### src/rtl/mac_pkg.sv
`default_nettype none
// +------------------------------------------------------------------+
// | mac_pkg: shared state type, defaults and row-mask helper          |
// | Rev 1.0                                                           |
// +------------------------------------------------------------------+
package mac_pkg;

  localparam int DIM_DEF = 5;
  localparam int TW_DEF  = 8;

  typedef enum logic [4:0] {
    IDLE   = 5'b00001,
    LOAD_W = 5'b00010,
    STREAM = 5'b00100,
    DRAIN  = 5'b01000,
    DONE   = 5'b10000
  } state_t;

  // Top n bits of a dim-wide vector set; rows are numbered MSB-first.
  function automatic logic [31:0] row_mask(input logic [2:0] n, input int dim);
    logic [31:0] m;
    m = '0;
    for (int i = 0; i < 32; i++) begin
      if ((i < dim) && (i >= dim - int'(n))) m[i] = 1'b1;
    end
    return m;
  endfunction

endpackage
`default_nettype wire

### src/rtl/mac_ctrl_cnt.sv
`default_nettype none
// +------------------------------------------------------------------+
// | mac_ctrl_cnt: loadable down-counter, saturates at 0, tc when 0    |
// | Rev 1.0                                                           |
// +------------------------------------------------------------------+
module mac_ctrl_cnt #(
  parameter int W = 8
) (
  input  logic         CLK,
  input  logic         RSTN,
  input  logic         load_i,
  input  logic [W-1:0] load_val_i,
  input  logic         dec_i,
  output logic [W-1:0] cnt_o,
  output logic         tc_o
);

  logic [W-1:0] r_cnt;

  always_ff @(posedge CLK or negedge RSTN) begin
    if (!RSTN) begin
      r_cnt <= '0;
    end else if (load_i) begin
      r_cnt <= load_val_i;
    end else if (dec_i && (r_cnt != '0)) begin
      r_cnt <= r_cnt - W'(1);
    end
  end

  assign cnt_o = r_cnt;
  assign tc_o  = (r_cnt == '0);

endmodule
`default_nettype wire

### src/rtl/mac_array_ctrl.sv
`default_nettype none
// +------------------------------------------------------------------+
// | mac_array_ctrl: weight-load / stream / drain sequencer for a      |
// | DIM x DIM MAC array. Optional MAC_CTRL_PERF_CNT_EN adds cyc_cnt_o.|
// | Rev 1.0                                                           |
// +------------------------------------------------------------------+
module mac_array_ctrl
  import mac_pkg::*;
#(
  parameter int DIM = DIM_DEF,
  parameter int TW  = TW_DEF
) (
  input  logic           CLK,
  input  logic           RSTN,
  input  logic           start_i,
  input  logic [2:0]     n_i,
  input  logic [TW-1:0]  t_i,
  input  logic           abort_i,
  output logic           enW_o,
  output logic           enI_o,
  output logic [DIM-1:0] vertical_en_o,
  output logic [2:0]     w_addr_o,
  output logic [TW-1:0]  in_addr_o,
  output logic           val_o,
  output logic           busy_o,
  output logic           done_o,
  output logic           err_o
`ifdef MAC_CTRL_PERF_CNT_EN
  ,
  output logic [31:0]    cyc_cnt_o
`endif
);

  localparam int CW = $clog2((1 << TW) + 2 * DIM + 8);

  state_t        r_state;
  state_t        w_next;
  logic [2:0]    r_n;
  logic [TW-1:0] r_t;
  logic          r_err;
  logic          w_legal;
  logic          w_start_ok;
  logic [2:0]    w_wcnt;
  logic          w_wtc;
  logic [TW-1:0] w_scnt;
  logic          w_stc;
  logic [CW-1:0] w_dcnt;
  logic          w_dtc;
  logic [CW-1:0] w_lat;

  assign w_legal    = (n_i != 3'd0) && (32'(n_i) <= 32'(DIM)) && (t_i != '0);
  assign w_start_ok = (r_state == IDLE) && start_i && !abort_i && w_legal;
  assign w_lat      = CW'(r_n) + CW'(DIM) - CW'(1);

  mac_ctrl_cnt #(.W(3)) u_wcnt (
    .CLK        (CLK),
    .RSTN       (RSTN),
    .load_i     (w_start_ok),
    .load_val_i (n_i - 3'd1),
    .dec_i      (r_state == LOAD_W),
    .cnt_o      (w_wcnt),
    .tc_o       (w_wtc)
  );

  mac_ctrl_cnt #(.W(TW)) u_scnt (
    .CLK        (CLK),
    .RSTN       (RSTN),
    .load_i     ((r_state == LOAD_W) && w_wtc),
    .load_val_i (r_t - TW'(1)),
    .dec_i      (r_state == STREAM),
    .cnt_o      (w_scnt),
    .tc_o       (w_stc)
  );

  mac_ctrl_cnt #(.W(CW)) u_dcnt (
    .CLK        (CLK),
    .RSTN       (RSTN),
    .load_i     ((r_state == STREAM) && w_stc),
    .load_val_i (w_lat - CW'(1)),
    .dec_i      (r_state == DRAIN),
    .cnt_o      (w_dcnt),
    .tc_o       (w_dtc)
  );

  always_ff @(posedge CLK or negedge RSTN) begin
    if (!RSTN) begin
      r_state <= IDLE;
      r_n     <= '0;
      r_t     <= '0;
      r_err   <= 1'b0;
    end else begin
      r_state <= w_next;
      r_err   <= (r_state == IDLE) && start_i && !abort_i && !w_legal;
      if (w_start_ok) begin
        r_n <= n_i;
        r_t <= t_i;
      end
    end
  end

  // val_o is the stream window delayed by LAT, expressed through the
  // remaining counts so no separate elapsed-cycle counter is needed.
  always_comb begin
    w_next        = r_state;
    enW_o         = 1'b0;
    enI_o         = 1'b0;
    w_addr_o      = '0;
    in_addr_o     = '0;
    val_o         = 1'b0;
    busy_o        = 1'b1;
    done_o        = 1'b0;
    vertical_en_o = DIM'(row_mask(r_n, DIM));
    case (r_state)
      IDLE: begin
        busy_o        = 1'b0;
        vertical_en_o = '0;
        if (w_start_ok) w_next = LOAD_W;
      end
      LOAD_W: begin
        enW_o    = 1'b1;
        w_addr_o = w_wcnt;
        if (w_wtc) w_next = STREAM;
      end
      STREAM: begin
        enI_o     = 1'b1;
        in_addr_o = r_t - TW'(1) - w_scnt;
        val_o     = (CW'(w_scnt) + w_lat) < CW'(r_t);
        if (w_stc) w_next = DRAIN;
      end
      DRAIN: begin
        val_o = w_dcnt < CW'(r_t);
        if (w_dtc) w_next = DONE;
      end
      DONE: begin
        done_o = 1'b1;
        w_next = IDLE;
      end
      default: begin
        busy_o        = 1'b0;
        vertical_en_o = '0;
        w_next        = IDLE;
      end
    endcase
    if (abort_i && (r_state != IDLE)) w_next = IDLE;
  end

  assign err_o = r_err;

`ifdef MAC_CTRL_PERF_CNT_EN
  logic [31:0] r_job;
  logic [31:0] r_cyc;

  always_ff @(posedge CLK or negedge RSTN) begin
    if (!RSTN) begin
      r_job <= '0;
      r_cyc <= '0;
    end else begin
      r_job <= (r_state == IDLE) ? 32'd0 : r_job + 32'd1;
      if (r_state == DONE) r_cyc <= r_job + 32'd1;
    end
  end

  assign cyc_cnt_o = r_cyc;
`endif

endmodule
`default_nettype wire

### config.mk
export PLATFORM = sky130hd
export DESIGN_NAME = mac_array_ctrl
export DESIGN_NICKNAME = d
export VERILOG_FILES = /design/src/rtl/mac_pkg.sv /design/src/rtl/mac_ctrl_cnt.sv /design/src/rtl/mac_array_ctrl.sv
export SDC_FILE = /design/constraint.sdc
export NUM_CORES = 1
export LEC_CHECK = 0
export CORE_ASPECT_RATIO = 1.1
export CORE_UTILIZATION = 30
export CTS_BUF_LIST = sky130_fd_sc_hd__clkbuf_8 sky130_fd_sc_hd__clkbuf_16
export CTS_CLUSTER_SIZE = 25
export DETAILED_ROUTE_END_ITERATION = 7
export GPL_ROUTABILITY_DRIVEN = 1
export GPL_TIMING_DRIVEN = 0
export HOLD_SLACK_MARGIN = 0.02
export PLACE_DENSITY = 0.51
export SYNTH_ARGS = -nofsm -noshare
export SYNTH_HDL_FRONTEND = slang
export SYNTH_HIERARCHICAL = 1
export SYNTH_SLANG_ARGS = --single-unit
### constraint.sdc
create_clock -name CLK -period 4.7 [get_ports CLK]
set_input_delay 0.94 -clock CLK [delete_from_list [all_inputs] [get_ports CLK]]
set_output_delay 0.94 -clock CLK [all_outputs]
set_load 0.02 [all_outputs]
==> impl_metrics.ini <==
[worst_setup_path]
rrSetupSlack_ns = 1.82
rr_worst_depth = 10
cp_slowest_stage_delay_ns = 0.64
crit_type = flop to output port
worstPathMaxFanout = 6
cp_slowest_cell = clkdlybuf4s50_1
path_cells = inv_1, ha_1, xor2_1, ha_1, nor2b_1, o31a_1, o21a_1, o21a_1, nor3_1, clkdlybuf4s50_1
required_ns = 3.76
reg2reg_to = u_dcnt/cnt_o[2]$_DFFE_PN0P_
worstReg2RegStart = u_scnt/cnt_o[1]$_DFFE_PN0P_
startpoint_type = flop
arrival_ns = 3.35
cp-end-kind = output port

[synth]
synthCells = 397
synth_top_area_share_pct = 26.1
synthesis.nets = 457
syn_area_per_cell_sq_um = 8.70
synth_edf_count = 0
yosys_register_bits = 37
yosys-top-cells-area = dfrtp_1 26%, ha_1 16%, inv_1 4.6%
dominantRegCellSynth = dfrtp_1
yosysUniqueCellTypes = 65
synth_top_area_cell = dfrtp_1
netlist_area_sq_mm = 0.00345
yosysWarnings = 6
ys_seq_area_share_pct = 26.8
synth-async-reset-ratio_pct = 100

[sta]
hold_violations = 0
setup_viol = 0
worst_slew_pin_slew_ns = 0.902
fin_worst_skew_ns = 0.00722
slew_headroom_pct = 39.3
final_max_slew_viol_count = 0
period_share_pct = 91.2
tns_ns = 0
fmax_mhz = 233
rsz0062_at_grt = no
final.min_clock_period_ns = 4.29
fin_ws_ns = 0.412

[worst_hold_path]
hp-start = r_t[1]$_DFFE_PN0P_
whs_path_depth = 1
hold_path_end = r_t[1]$_DFFE_PN0P_
min_path_type = flop to flop

[grt]
antenna_found_initial = 0
grt_pass1_vias = 3064
grt_max_degree = 22
grtUsageTotal_pct = 15.4
grt_pass1_wl_microns = 15000
grt-ovfl-total = 0

[clock_network]
cts_post_setup_buffers_inserted = 0
path_clk_slew_ns = 0.06
cts_sinks = 37
hold_buffers = 0
ctsRootBufferMaster = clkbuf_16
tritoncts = built
h-tree-depth = 2
cts_made_buffers = 5
clk_path_buf_depth = 2
clock_latency_ns = 0.28

[die]
io_pins = 37
die_area_sq_mm = 0.0119
core_area_sq_mm = 0.0111
row_count = 40
die_h_microns = 115
initial_core_util_pct = 31.2
dieWidth_microns = 104

[cells_and_area]
final_area_sq_mm = 0.00419
insertedDiodeCount = 0
multi_input_area_sq_mm = 0.00232
drive_gt1_share_pct = 7.24
synthToLayoutAreaGrowth_pct = 21.2
n_fill_cell = 1131
finalNonFillerCells = 589
nNetsFinal = 501
regArea_sq_um = 928

[place]
gp_congestion = 0.846
dp_cells = 581
place_area_sq_mm = 0.00401
portBuffers = 36
dpl.hpwl_microns = 7100
place_ws_ns = 0.391

[route]
ant_nets = 0
vias = 3059
drcViolationCount = 0
wl_microns = 8890
drt_first_pass_iters = 4
drtIter0Drc = 137
post_drt_wl_per_cell_microns = 15.1
vias_per_cell = 5.19

[power_and_ir_drop]
p_leak_nw = 1.85
ir_worst_vdd_mv = 0.261
powerDensity_mw_per_mm2 = 605

[status]
outcome = complete, no violations

[run]
drv_cap = 0
==> routing by layer <==
metal / global-route usage, % / vias to the layer above / routed length, microns
met4: 3.33 / 0 / 75
met3: 2.11 / 6 / 241
li1: - / 1535 / -
met1: 20.1 / 1477 / 4320
met5: 0 / - / 0
met2: 27.1 / 41 / 4260
==> registers in the layout, indices dropped and copies added (netlist names) <==
signal        count
r_state           5
err_o             1
u_scnt/cnt_o      8
r_t               8
u_dcnt/cnt_o      9
r_n               3
u_wcnt/cnt_o      3
==> synthesized netlist by cell type (5+ instances only) <==
library cell	instances
xnor2_1	13
nand3_1	6
nor2_1	33
o2111ai_1	6
mux2_2	9
dfrtp_1	36
a21oi_1	15
nor3_1	14
inv_1	42
o211ai_1	7
ha_1	43
nor3b_1	6
o21a_1	9
and2_1	6
or4_1	5
nor4_1	5
or4b_1	5
o21ai_0	14
nor2b_1	9
a21o_1	5
nand2_1	29
==> area by class of cell <==
class | instances | area share (%)
plain buffers | 9 | 1.11
clock buffers | 5 | 2.99
clock inverters | 3 | 1.02
inverters | 43 | 3.86
multi-input cells | 308 | 55.4
flip-flops and latches | 37 | 22.2
well taps | 147 | 4.39
repair buffers | 37 | 9.03
==> cell families after synthesis <==
logic type / synth area share (%)
and+or+nand+nor: 22.7
AOI/OAI and AO/OA: 19.7
buffers and inverters: 6.01
adders and majority gates: 16.7
DFF: 26.8
xor gates and xnor gates: 4.71
muxes: 3.22
other: 0.109
==> through the flow <==
stage | power, mW | hold WS [ns] | util (%)
6_report | 2.53 | 0.579 | 37.8
3_3_place_gp | 2.11 | 0.550 | 36.2
4_1_cts | 2.55 | 0.580 | 37.8
3_5_place_dp | 2.15 | 0.566 | 36.3
2_1_floorplan | 1.74 | 0.524 | -
5_1_grt | 2.80 | 0.603 | 37.8
==> power breakdown <==
| group | total (mW) | internal (mW) | leakage (nW) | switching, mW |
|---|---|---|---|---|
| Combinational | 1.54 | 0.696 | 1.29 | 0.845 |
| Clock | 0.383 | 0.249 | 0.0852 | 0.134 |
| Sequential | 0.609 | 0.425 | 0.471 | 0.183 |
| Total | 2.53 | 1.37 | 1.85 | 1.16 |
==> worst max path at each step <==
| stage | cells past startpoint | slack (ns) | end | from |
|---|---|---|---|---|
| final | 10 | 0.41 | in_addr_o[6] | r_t[0]$_DFFE_PN0P_ |
| after global routing | 9 | 0.22 | in_addr_o[7] | r_t[0]$_DFFE_PN0P_ |
| after CTS | 12 | 0.07 | val_o | r_n[2]$_DFFE_PN0P_ |
| after detailed placement | 12 | 0.39 | val_o | r_n[2]$_DFFE_PN0P_ |
| after global placement | 12 | 0.38 | val_o | r_n[2]$_DFFE_PN0P_ |
| after floorplan | 11 | 1.05 | val_o | r_n[2]$_DFFE_PN0P_ |
==> worst max-delay path, delay by kind of cell, from the launching register on <==
family                   cells  cell delay [ns]
AO/OA/AOI/OAI                3             0.63
adder cells (fa/ha/maj)      2             0.58
buffers and inverters        2             0.76
AND/OR/NAND/NOR              2             0.38
flip-flops                   1             0.48
XOR/XNOR                     1             0.25
==> timing repair <==
item,CTS,global route
hold endpoints to repair,0,0
resized for setup,0,2
endpoints found under the setup margin,0,1
==> cells in the final DEF, fill, tap and decap left out, drive strengths merged, types with 3 or more instances in the layout <==
cell / instances
a211oi: 4
a21o: 5
a21oi: 15
a311o: 3
a31oi: 4
and2: 6
buf: 6
clkbuf: 10
clkdlybuf4s50: 34
dfrtp: 36
ha: 43
inv: 43
mux2: 9
nand2: 29
nand2b: 3
nand3: 6
nand3b: 4
nand4: 4
nor2: 33
nor2b: 9
nor3: 14
nor3b: 6
nor4: 7
o2111ai: 6
o211ai: 7
o21a: 9
o21ai: 15
o22ai: 4
o311ai: 4
o31ai: 4
or4: 6
or4b: 5
xnor2: 13
xor2: 3
Note: power is estimated with default switching activity, not from simulation.
